**config.mk**
```make
export PLATFORM = sky130hd
export DESIGN_NAME = id_ctrl_pipe
export DESIGN_NICKNAME = d
export VERILOG_FILES = /design/src/rtl/isa_pkg.sv /design/src/rtl/instr_decode.sv /design/src/rtl/id_ctrl_pipe.sv
export SDC_FILE = /design/constraint.sdc
export NUM_CORES = 1
export LEC_CHECK = 0
export ABC_AREA = 1
export BUFFER_PORTS_ARGS = -buffer_cell sky130_fd_sc_hd__buf_4
export CAP_MARGIN = 15
export CORE_MARGIN = 2
export CORE_UTILIZATION = 39
export CTS_CLUSTER_DIAMETER = 200
export DETAILED_ROUTE_END_ITERATION = 6
export PLACE_DENSITY = 0.72
export SYNTH_ARGS = -nofsm -noshare
export SYNTH_HDL_FRONTEND = slang
export SYNTH_SLANG_ARGS = --single-unit
```
**constraint.sdc**
```tcl
create_clock -name clk -period 2.8 [get_ports clk]
set_input_delay 0.28 -clock clk [delete_from_list [all_inputs] [get_ports clk]]
set_output_delay 0.28 -clock clk [all_outputs]
set_load 0.02 [all_outputs]
```
**src/rtl/isa_pkg.sv**
```systemverilog
// ---------------------------------------------------------------------------
// isa_pkg
// Shared types for the 16-bit, 16-opcode ISA control path.
//   opcode_t     : the 16 opcodes in encoding order
//   ctrl_t       : control bundle carried into the ID/EX stage
//   src_use_t    : which instruction fields are read as source registers
//   halt_state_t : HLT drain/halt state machine states
//   CTRL_NOP     : all-zero control bundle used for bubbles
// ---------------------------------------------------------------------------
package isa_pkg;

    typedef enum logic [3:0] {
        OP_ADD    = 4'h0,
        OP_SUB    = 4'h1,
        OP_XOR    = 4'h2,
        OP_RED    = 4'h3,
        OP_SLL    = 4'h4,
        OP_SRA    = 4'h5,
        OP_ROR    = 4'h6,
        OP_PADDSB = 4'h7,
        OP_LW     = 4'h8,
        OP_SW     = 4'h9,
        OP_LLB    = 4'hA,
        OP_LHB    = 4'hB,
        OP_B      = 4'hC,
        OP_BR     = 4'hD,
        OP_PCS    = 4'hE,
        OP_HLT    = 4'hF
    } opcode_t;

    typedef struct packed {
        logic       regwrite;
        logic       memread;
        logic       memwrite;
        logic       memtoreg;
        logic       alusrc;
        logic       branch;
        logic       branch_reg;
        logic       pcs;
        logic [3:0] aluop;
    } ctrl_t;

    typedef struct packed {
        logic use_rs;
        logic use_rt;
        logic use_rd;
    } src_use_t;

    typedef enum logic [1:0] {
        RUN    = 2'd0,
        DRAIN  = 2'd1,
        HALTED = 2'd2
    } halt_state_t;

    localparam ctrl_t CTRL_NOP = '0;

endpackage

```
**src/rtl/instr_decode.sv**
```systemverilog
// ---------------------------------------------------------------------------
// instr_decode
// Purely combinational opcode decoder.
//   opcode  in  4   instr[15:12] of the IF/ID word
//   ctrl    out     control bundle for the instruction
//   src_use out     which of rs / rt / rd are read as sources
// The rd==0 regwrite suppression lives in the pipeline stage, since it
// depends on the register field rather than the opcode.
// ---------------------------------------------------------------------------
module instr_decode
    import isa_pkg::*;
(
    input  logic [3:0] opcode,
    output ctrl_t      ctrl,
    output src_use_t   src_use
);

    opcode_t op;
    assign op = opcode_t'(opcode);

    always_comb begin
        ctrl    = CTRL_NOP;
        src_use = '0;
        case (op)
            OP_ADD, OP_SUB, OP_XOR, OP_RED, OP_PADDSB: begin
                ctrl.regwrite  = 1'b1;
                ctrl.aluop     = opcode;
                src_use.use_rs = 1'b1;
                src_use.use_rt = 1'b1;
            end
            OP_SLL, OP_SRA, OP_ROR: begin
                ctrl.regwrite  = 1'b1;
                ctrl.alusrc    = 1'b1;
                ctrl.aluop     = opcode;
                src_use.use_rs = 1'b1;
            end
            OP_LW: begin
                ctrl.regwrite  = 1'b1;
                ctrl.memread   = 1'b1;
                ctrl.memtoreg  = 1'b1;
                ctrl.alusrc    = 1'b1;
                src_use.use_rs = 1'b1;
            end
            // rd carries the store data register
            OP_SW: begin
                ctrl.memwrite  = 1'b1;
                ctrl.alusrc    = 1'b1;
                src_use.use_rs = 1'b1;
                src_use.use_rd = 1'b1;
            end
            // byte loads merge into the existing rd value
            OP_LLB, OP_LHB: begin
                ctrl.regwrite  = 1'b1;
                ctrl.alusrc    = 1'b1;
                ctrl.aluop     = opcode;
                src_use.use_rd = 1'b1;
            end
            OP_B: begin
                ctrl.branch = 1'b1;
            end
            OP_BR: begin
                ctrl.branch     = 1'b1;
                ctrl.branch_reg = 1'b1;
                src_use.use_rs  = 1'b1;
            end
            OP_PCS: begin
                ctrl.regwrite = 1'b1;
                ctrl.pcs      = 1'b1;
            end
            default: begin
                ctrl    = CTRL_NOP;
                src_use = '0;
            end
        endcase
    end

endmodule

```
**src/rtl/id_ctrl_pipe.sv**
```systemverilog
// ---------------------------------------------------------------------------
// id_ctrl_pipe
// Decode stage control: decodes the IF/ID word, registers the control
// bundle into ID/EX, detects load-use hazards, squashes on flush and runs
// the HLT drain/halt state machine.
//   clk, rst        clock and synchronous active-high reset
//   instr           IF/ID instruction word
//   instr_valid     IF/ID holds a real instruction
//   flush           older branch taken; squash ID
//   stall           hold PC and IF/ID (combinational)
//   ex_*            registered ID/EX controls and register fields
//   halted          core halted, sticky until rst
// ---------------------------------------------------------------------------
module id_ctrl_pipe
    import isa_pkg::*;
#(
    parameter int REG_AW     = 4,
    parameter int HALT_DRAIN = 3
) (
    input  logic              clk,
    input  logic              rst,
    input  logic [15:0]       instr,
    input  logic              instr_valid,
    input  logic              flush,
    output logic              stall,
    output logic              ex_valid,
    output logic              ex_regwrite,
    output logic              ex_memread,
    output logic              ex_memwrite,
    output logic              ex_memtoreg,
    output logic              ex_alusrc,
    output logic              ex_branch,
    output logic              ex_branch_reg,
    output logic              ex_pcs,
    output logic [3:0]        ex_aluop,
    output logic [REG_AW-1:0] ex_rd,
    output logic [REG_AW-1:0] ex_rs,
    output logic [REG_AW-1:0] ex_rt,
    output logic [2:0]        ex_cond,
    output logic [8:0]        ex_imm,
    output logic              halted
);

    ctrl_t             dec_ctrl;
    src_use_t          dec_use;
    logic [REG_AW-1:0] id_rd, id_rs, id_rt;
    logic              is_hlt, src_match, load_use, accept;

    halt_state_t       state_q, state_d;
    logic [3:0]        cnt_q, cnt_d;
    logic              ex_valid_q, ex_valid_d;
    ctrl_t             ex_ctrl_q, ex_ctrl_d;
    logic [REG_AW-1:0] ex_rd_q, ex_rd_d, ex_rs_q, ex_rs_d, ex_rt_q, ex_rt_d;
    logic [2:0]        ex_cond_q, ex_cond_d;
    logic [8:0]        ex_imm_q, ex_imm_d;

    instr_decode u_decode (
        .opcode  (instr[15:12]),
        .ctrl    (dec_ctrl),
        .src_use (dec_use)
    );

    assign id_rd  = instr[8 +: REG_AW];
    assign id_rs  = instr[4 +: REG_AW];
    assign id_rt  = instr[0 +: REG_AW];
    assign is_hlt = (opcode_t'(instr[15:12]) == OP_HLT);

    // A load in EX whose destination is read by the instruction in ID must
    // wait one cycle; loads to r0 never create a dependency.
    always_comb begin
        src_match = (dec_use.use_rs && (id_rs == ex_rd_q)) ||
                    (dec_use.use_rt && (id_rt == ex_rd_q)) ||
                    (dec_use.use_rd && (id_rd == ex_rd_q));
        load_use  = (state_q == RUN) && instr_valid && !flush &&
                    ex_valid_q && ex_ctrl_q.memread && (ex_rd_q != '0) &&
                    src_match;
        accept    = (state_q == RUN) && instr_valid && !flush && !load_use;
    end

    // A flush during drain redirects the PC, so it must not be held.
    always_comb begin
        stall = 1'b0;
        if (!rst) begin
            case (state_q)
                RUN:     stall = load_use;
                DRAIN:   stall = !flush;
                HALTED:  stall = 1'b1;
                default: stall = 1'b0;
            endcase
        end
    end

    // Next-state logic. Everything defaults to a bubble; only an accepted
    // non-HLT instruction in RUN loads real contents into ID/EX.
    always_comb begin
        state_d    = state_q;
        cnt_d      = cnt_q;
        ex_valid_d = 1'b0;
        ex_ctrl_d  = CTRL_NOP;
        ex_rd_d    = '0;
        ex_rs_d    = '0;
        ex_rt_d    = '0;
        ex_cond_d  = '0;
        ex_imm_d   = '0;
        case (state_q)
            RUN: begin
                if (accept) begin
                    if (is_hlt) begin
                        state_d = DRAIN;
                        cnt_d   = 4'(HALT_DRAIN);
                    end else begin
                        ex_valid_d         = 1'b1;
                        ex_ctrl_d          = dec_ctrl;
                        ex_ctrl_d.regwrite = dec_ctrl.regwrite && (id_rd != '0);
                        ex_rd_d            = id_rd;
                        ex_rs_d            = id_rs;
                        ex_rt_d            = id_rt;
                        ex_cond_d          = instr[11:9];
                        ex_imm_d           = instr[8:0];
                    end
                end
            end
            DRAIN: begin
                if (flush) begin
                    state_d = RUN;
                    cnt_d   = '0;
                end else begin
                    cnt_d = cnt_q - 4'd1;
                    if (cnt_q <= 4'd1) begin
                        state_d = HALTED;
                    end
                end
            end
            HALTED: begin
                state_d = HALTED;
            end
            default: begin
                state_d = RUN;
                cnt_d   = '0;
            end
        endcase
    end

    // State, drain counter and ID/EX register.
    always_ff @(posedge clk) begin
        if (rst) begin
            state_q    <= RUN;
            cnt_q      <= '0;
            ex_valid_q <= 1'b0;
            ex_ctrl_q  <= CTRL_NOP;
            ex_rd_q    <= '0;
            ex_rs_q    <= '0;
            ex_rt_q    <= '0;
            ex_cond_q  <= '0;
            ex_imm_q   <= '0;
        end else begin
            state_q    <= state_d;
            cnt_q      <= cnt_d;
            ex_valid_q <= ex_valid_d;
            ex_ctrl_q  <= ex_ctrl_d;
            ex_rd_q    <= ex_rd_d;
            ex_rs_q    <= ex_rs_d;
            ex_rt_q    <= ex_rt_d;
            ex_cond_q  <= ex_cond_d;
            ex_imm_q   <= ex_imm_d;
        end
    end

    assign ex_valid      = ex_valid_q;
    assign ex_regwrite   = ex_ctrl_q.regwrite;
    assign ex_memread    = ex_ctrl_q.memread;
    assign ex_memwrite   = ex_ctrl_q.memwrite;
    assign ex_memtoreg   = ex_ctrl_q.memtoreg;
    assign ex_alusrc     = ex_ctrl_q.alusrc;
    assign ex_branch     = ex_ctrl_q.branch;
    assign ex_branch_reg = ex_ctrl_q.branch_reg;
    assign ex_pcs        = ex_ctrl_q.pcs;
    assign ex_aluop      = ex_ctrl_q.aluop;
    assign ex_rd         = ex_rd_q;
    assign ex_rs         = ex_rs_q;
    assign ex_rt         = ex_rt_q;
    assign ex_cond       = ex_cond_q;
    assign ex_imm        = ex_imm_q;
    assign halted        = (state_q == HALTED);

endmodule
```
**After elaboration in Yosys (flattened, before gate mapping)**

Cells that the tools add are included.

- Word-level logic and storage cells: 98
- Flip-flop bits (word level): 42
- Bits in latches: 0
- Memory bits (read-only): 0
- Memories: 0
- Bits in writable memories: 0

- $add $sub $neg: 1
- Shift operators: 0
- $mul: 0
- Magnitude comparators: 1
- Equality and inequality tests: 23
- Div/mod/pow operators: 0
- Bitwise gates (word level): 4
- Reductions and logical operators: 31
- Mux-type cells: 22

Operators by type and width:

| operator | number |
|---|---|
| 4-bit == test, second input constant | 8 |
| 4-bit by 3-bit == test with 1-bit output, second input constant | 4 |
| 4-bit == test | 3 |
| 1-bit 2-to-1 mux | 12 |
| 4-bit 2-to-1 mux | 3 |
| 4-bit one-hot mux with 3 select lines | 1 |
| 12-bit OR reduction | 1 |
| 1-bit logical AND | 11 |
| 11-bit OR reduction | 1 |
| 10-bit OR reduction | 1 |
| 5-bit OR reduction | 2 |
| 4-bit by 2-bit == test with 1-bit output, second input constant | 2 |
| 2-bit 2-to-1 mux | 4 |
| 4-bit nonzero test | 2 |
| 7-bit OR reduction | 1 |
| 2-bit one-hot mux with 3 select lines | 1 |
| 3-bit AND reduction | 2 |
| 3-bit OR reduction | 2 |
| 4-bit by 1-bit == test with 1-bit output, second input constant | 1 |
| 4-bit by 1-bit <= comparator with 1-bit output, second input constant | 1 |
| 4-bit zero test | 1 |
| 2-bit inequality test, second input constant | 2 |
| 1-bit inverter | 4 |
| 4-bit OR reduction | 1 |
| other kinds (9) | 11 |

**Depth between registers and ports, before layout**

Gate-level depths: netlist (run 1).

- Depth in word-level cells: 11
- Depth in mapped cells: 13
- Gate-level depth less buffers: 13

**Cells and area by module**

A second synthesis (run 1) with hierarchy kept.

- Cells, all modules: 221
- Area total of the unflattened synthesis: 1540.2 µm²

By module, submodules not included:

| module | instances | area each (µm²) | cells an instance |
|---|---|---|---|
| id_ctrl_pipe | 1 | 1410.1 | 193 |
| instr_decode | 1 | 130.1 | 28 |

**Least setup slack after synthesis (run 1)**

OpenSTA, ideal clock, no wires.

- Kind: flip-flop to output port
- Start point: register ex_rd_q[0] (netlist: ex_rd[0])
- End point: output port stall
- Stages on the path, launching flop included: 9
- Arrival time: 1.393 ns
- Path slack: 1.127 ns
- Data required time: 2.520 ns
- Buffers on the path: 0
- Cell sequence: dfxtp_1 > inv_1 > nand2_1 > nand2_1 > nor2_1 > nand3_2 > nand3_2 > nand2_2 > a21oi_1

- Longest elaborated chain between the ends: 7
- Elaborated cells on any way between the ends: 13
- Those cells by class: eq/ne (3); mux (2); reduce/logical (8)

RTL lines:

| what | RTL line | text |
|---|---|---|
| start: declaration | id_ctrl_pipe.sv:53 | `logic [REG_AW-1:0] ex_rd_q, ex_rd_d, ex_rs_q, ex_rs_d, ex_rt_q, ex_rt_d;` |
| start signal: assignment | id_ctrl_pipe.sv:161 | `ex_rd_q <= ex_rd_d;` |
| 4-bit == test (on tied branches) | id_ctrl_pipe.sv:71, id_ctrl_pipe.sv:72 |  |
| 1-bit logical AND (on tied branches) | id_ctrl_pipe.sv:71, id_ctrl_pipe.sv:72 |  |
| 1-bit logical OR | id_ctrl_pipe.sv:71 | `src_match = (dec_use.use_rs && (id_rs == ex_rd_q)) \|\|` |
| 1-bit logical OR | id_ctrl_pipe.sv:72 | `(dec_use.use_rt && (id_rt == ex_rd_q)) \|\|` |
| 1-bit logical AND * | id_ctrl_pipe.sv:75 | `ex_valid_q && ex_ctrl_q.memread && (ex_rd_q != '0) &&` |
| 1-bit one-hot mux with 3 select lines * | id_ctrl_pipe.sv:84 | `case (state_q)` |
| 1-bit 2-to-1 mux * | id_ctrl_pipe.sv:83 | `if (!rst) begin` |
| end: declaration | id_ctrl_pipe.sv:25 | `output logic stall,` |

Every way passes the cells marked *; elsewhere a longest branch is shown, timed or not.

**Final worst setup path (run 1)**

- Start point: register ex_rd_q[1] (netlist: ex_rd[1])
- End point: output port stall

Same word-level chain as after synthesis.

==> results of run 1 <==
## cells in the mapped netlist
library cell,instances
inv_2,1
dfxtp_1,30
o211ai_2,1
nand3_2,4
o211ai_1,1
a21oi_2,1
a221oi_2,1
nand2_1,41
xor2_1,4
ha_1,2
nor3b_1,1
nand4_1,2
o21ai_0,2
nor3_2,1
nor2_1,38
buf_4,14
or2_2,1
or2_1,2
inv_4,1
o311ai_0,1
nand2_2,3
nand3_1,4
buf_6,2
inv_1,27
a21oi_1,6
nor3_1,4
## logic make-up (layout without fill, tap and decap cells)
group	Yosys count	count (layout)
AOI/OAI and AO/OA	13	13
xor gates and xnor gates	4	4
adders and majority gates	2	2
buffers and inverters	45	95
DFF	30	30
and+or+nand+nor	101	101
## path summary, 6_finish.rpt
check                               from     endpoint  slack (ns)  cells past startpoint
worst min register to register  cnt_q[3]     cnt_q[3]        0.49                      2
worst max register to register  ex_rd[1]  ex_memwrite        0.90                     11
worst min-delay path                 rst     cnt_q[2]        0.20                      2
worst max-delay path            ex_rd[1]        stall        0.89                      9
## worst register-to-register path, cell delays in order (launching register included)
cell and delay, ns:
dfxtp_1 0.44, inv_1 0.12, nand2_1 0.07, nand2_1 0.06, nand2_1 0.07, nor2_1 0.04
nand2_1 0.06, nand3_2 0.07, nand2_2 0.09, nand3_2 0.33, or2_1 0.39, nor2_1 0.11
## layer usage
metal  share of wire  vias to the layer above  track usage
met1            0.44                      563        0.193
met3           0.063                        2       0.0538
li1                -                      680            -
met2            0.48                       33        0.258
met4          0.0088                        0       0.0798
met5               0                        -            0
## per-stage QoR
step	setup slack [ns]	util	std cells	total power, mW
2_1_floorplan	1.13	-	195	0.525
3_3_place_gp	0.923	0.500	285	0.571
3_5_place_dp	0.903	0.500	285	0.572
4_1_cts	0.861	0.526	293	0.929
5_1_grt	0.681	0.526	293	0.967
6_report	0.893	0.526	293	0.918
## where the power goes
part | internal (mW) | leakage [nW] | switching (mW)
Sequential | 0.436 | 0.243 | 0.00583
Clock | 0.198 | 0.0482 | 0.159
Combinational | 0.0520 | 0.699 | 0.0683
Total | 0.686 | 0.990 | 0.233
## final cells by class
cell class	instances	area, µm²	share of cell area
timing repair buffer	58	435	0.230
tap	48	60.1	0.0317
multi-input combinational	120	597	0.315
inverter	29	111	0.0587
clock buffer	7	86.3	0.0455
clock inverter	1	5.00	0.00264
sequential	30	601	0.317
==> results.json, run 1 <==
{
  "final_cell_mix": "58 x buf_4, 41 x nand2_1, 38 x nor2_1",
  "cts_tree": "yes",
  "grt_max_degree": 21,
  "hpwlAfterDp_um": 2360,
  "yosys_warnings": 0,
  "ir_drop_mv": 0.245,
  "holdBufCountCts": 0,
  "start_util": 0.398,
  "grt_pass1_wl_um": 5130,
  "crit_chain": "inv_1 -> nand2_1 -> nand2_1 -> nor2_1 -> nand3_1 -> nand3_2 -> nand2_2 -> a21oi_1 -> buf_4",
  "power.leakage_nw": 0.990,
  "path_buf_inv": 2,
  "ys_seq_area_frac": 0.418,
  "status": "completed",
  "final_area_um2": 1900,
  "syn_area_um2": 1440,
  "post_cts_resize_count": 0,
  "muxShareOfSynthArea": 0,
  "timing.final.crit_share": 0.681,
  "tightest_slew_ns": 0.504,
  "synth_cells": 195,
  "min_period_ns": 1.91,
  "drv_cap": 0,
  "cts-root-buf": "clkbuf_8",
  "ios": 59,
  "via_count": 1278,
  "synth_nets": 217,
  "critPathTopFamily": "simple AND/OR/NAND/NOR gates",
  "pwr_density_cell_nw_per_um2": 485,
  "drive_gt1_frac": 0.322,
  "slew-limit-headroom": 0.660,
  "wl_um": 2950,
  "fillers": 369,
  "synth.area.top_cells": "dfxtp_1 42%, nand2_1 11%, nor2_1 9.9%, buf_4 7.3%, inv_1 7.1%",
  "die_area_um2": 4180,
  "clockBufferDepth": 2,
  "cp_max_fo": 7,
  "startpoint_type": "flip-flop",
  "slowest_stage": "dfxtp_1",
  "ant_nets": 0,
  "arrival_ns": 1.63,
  "nNetsFinal": 266,
  "avgSynthCellArea_um2": 7.37,
  "antenna_found_initial": 0,
  "dpl_cell_area_um2": 1800,
  "post-route-drc-count": 0,
  "dr.pass1.iters": 4,
  "die_w_um": 64.7,
  "synth_compound_area_frac": 0.0645,
  "critPathKind": "flip-flop to output pin",
  "grt-ovfl-total": 0,
  "wl_per_cell_um": 10.1,
  "gp_congestion": 0.842,
  "final-setup-viol-count": 0,
  "yosys.area.top_type": "dfxtp_1",
  "post_cts_buffers": 0,
  "worst_hold_slack_ns": 0.198,
  "antenna_cells": 0,
  "rsz0062_at_grt": "no",
  "io_buffers": 58,
  "first_iter_violations": 39,
  "cts_buffers": 5,
  "area_growth_pct": 32.0,
  "cts_htree_levels": 2,
  "synth-seq-cells": 30,
  "yosys.area.top_type_share": 0.418,
  "worstPathRequired_ns": 2.52,
  "die_h_um": 64.7,
  "cp-end-kind": "output pin",
  "clkSinkCount": 30,
  "clock_skew_ns": 0.00402,
  "cp_slowest_stage_delay_ns": 0.44,
  "rows": 22,
  "hold_viol_final": 0,
  "hold_class": "input pin to flip-flop",
  "clk_pin_slew_ns": 0.06,
  "final_common_cell": "buf_4",
  "grt_pass1_vias": 1207,
  "fmax_mhz": 524,
  "vias_per_cell": 4.36,
  "synthSimpleGateAreaFrac": 0.309,
  "slew_violations": 0,
  "setup-tns-final_ns": 0,
  "grt_usage": 0.161,
  "synth_fa_ha_area_frac": 0.0174,
  "ys_types": 26,
  "critPathMostFrequentCell": "nand2_1",
  "clock_latency_ns": 0.28,
  "synth_top_family_by_area": "simple AND/OR/NAND/NOR gates",
  "core_area_um2": 3610,
  "synthXorXnorAreaFrac": 0.0244
}
(Power assumes the default switching activity.)
==> run 2, diff against run 1 <==
clock period = 2 ns   (was 2.8 ns; I/O delays follow)
==> run 2 against run 1 <==
Compared with the run above:
- count of clock-buffer cells in the layout increased by 1
- worst hold slack worse by 0.078 ns
- power is 47% higher
- via count up 0.78%
- sequential power is 40% higher
- largest cell class unchanged
==> results.json, run 2 (synthesis gave the netlist of run 1 again) <==
{
  "start_util": 0.398,
  "cp_max_fo": 6,
  "status": "completed",
  "pwr_density_cell_nw_per_um2": 703,
  "setup_slack_ns": 0.184,
  "wl_um": 3070,
  "path_buf_inv": 2,
  "ant_nets": 0,
  "critPathTopFamily": "simple AND/OR/NAND/NOR gates",
  "critPathKind": "flip-flop to output pin",
  "clockPowerShare": 0.416,
  "grt-ovfl-total": 0,
  "seqPwrFrac": 0.457,
  "antenna_found_initial": 0,
  "grt_usage": 0.156,
  "setup-tns-final_ns": 0,
  "total_power_mw": 1.35,
  "worstPathRequired_ns": 1.80,
  "startpoint_type": "flip-flop",
  "grt_pass1_wl_um": 5000,
  "slowest_stage": "dfxtp_1",
  "antenna_cells": 0,
  "clock_latency_ns": 0.28,
  "die_w_um": 64.7,
  "slew_violations": 0,
  "rows": 22,
  "die_area_um2": 4180,
  "via_count": 1288,
  "seqCellArea_um2": 601,
  "tightest_slew_ns": 0.455,
  "cp-end-kind": "output pin",
  "hold_class": "input pin to flip-flop",
  "holdBufCountCts": 0,
  "hold_viol_final": 0,
  "wl_per_cell_um": 10.4,
  "grt_max_degree": 13,
  "final_common_cell": "buf_4",
  "drive_gt1_frac": 0.329,
  "dr.pass1.iters": 4,
  "power.leakage_nw": 1.00,
  "pre_cts_slack_ns": 0.316,
  "fillers": 366,
  "combPwrFrac": 0.126,
  "rsz0062_at_grt": "no",
  "post_cts_resize_count": 0,
  "cts-root-buf": "clkbuf_8",
  "reg2reg_depth": 11,
  "intPower_mw": 1.03,
  "post-route-drc-count": 0,
  "p_sw_frac": 0.237,
  "clkSinkCount": 30,
  "clock_skew_ns": 0.00497,
  "gp_congestion": 0.879,
  "die_h_um": 64.7,
  "fmax_mhz": 551,
  "p_switching_uw": 321,
  "drv_cap": 0,
  "ir_drop_mv": 0.352,
  "clk_pin_slew_ns": 0.06,
  "post_cts_buffers": 0,
  "crit_chain": "inv_1 -> nand2_1 -> nand2_1 -> nor2_1 -> nand3_2 -> nand3_2 -> nand2_2 -> a21oi_1 -> buf_4",
  "cts_tree": "yes",
  "cts_htree_levels": 2,
  "cts_buffers": 5,
  "clockBufferDepth": 2,
  "final_cell_mix": "59 x buf_4, 41 x nand2_1, 38 x nor2_1",
  "first_iter_violations": 83,
  "arrival_ns": 1.62,
  "final-setup-viol-count": 0,
  "core_area_um2": 3610,
  "timing.final.crit_share": 0.908,
  "min_period_ns": 1.82,
  "ios": 59,
  "io_buffers": 58,
  "multiInputGateArea_um2": 597,
  "area_growth_pct": 33.8,
  "hpwlAfterDp_um": 2450,
  "slew-limit-headroom": 0.693,
  "vias_per_cell": 4.38,
  "grt_pass1_vias": 1213,
  "min_path_cells": 2,
  "cp_slowest_stage_delay_ns": 0.41,
  "cp.depth": 9,
  "nNetsFinal": 267
}
[run 2: changes by cell type in the layout (fill, tap and decap cells not counted), sizes merged]
| cell | change |
|---|---|
| clkinv | -1 |
| clkbuf | +1 |
| buf | +1 |
[run 2: worst paths after layout]
kind,to,slack [ns],startpoint
setup / recovery,stall,0.18,ex_rd[0]
hold / removal,cnt_q[2],0.12,rst
setup reg to reg,ex_memwrite,0.29,ex_rd[0]
hold reg to reg,cnt_q[3],0.49,cnt_q[3]
[run 2: metal layers]
metal  track usage  up-vias  share of wire
met5             0        -              0
met4        0.0798        0          0.017
met3        0.0434        5          0.041
met2         0.277       31           0.52
met1         0.169      570           0.42
li1              -      682              -
[run 2: power groups by stage]
stage	logic, mW	clock network (mW)	registers [mW]
6_report	0.171	0.563	0.618
5_1_grt	0.188	0.612	0.619
4_1_cts	0.172	0.581	0.618
3_5_place_dp	0.171	0	0.632
3_3_place_gp	0.171	0	0.631
2_1_floorplan	0.0917	0	0.644
[run 2: area by class of cell]
| cell class | instances | area share |
|---|---|---|
| multi-input combinational | 120 | 0.311 |
| inverter | 29 | 0.0579 |
| sequential | 30 | 0.313 |
| tap | 48 | 0.0313 |
| clock buffer | 8 | 0.0573 |
| timing repair buffer | 59 | 0.230 |
[run 2: through the flow]
| step | util | area (µm²) | instances | hold WS (ns) |
|---|---|---|---|---|
| final | 0.533 | 1920 | 294 | 0.120 |
| after global routing | 0.533 | 1920 | 294 | 0.111 |
| after floorplan | - | 1440 | 195 | 0.262 |
| after detailed placement | 0.502 | 1810 | 286 | 0.411 |
| after CTS | 0.533 | 1920 | 294 | 0.112 |
| after global placement | 0.502 | 1810 | 286 | 0.410 |
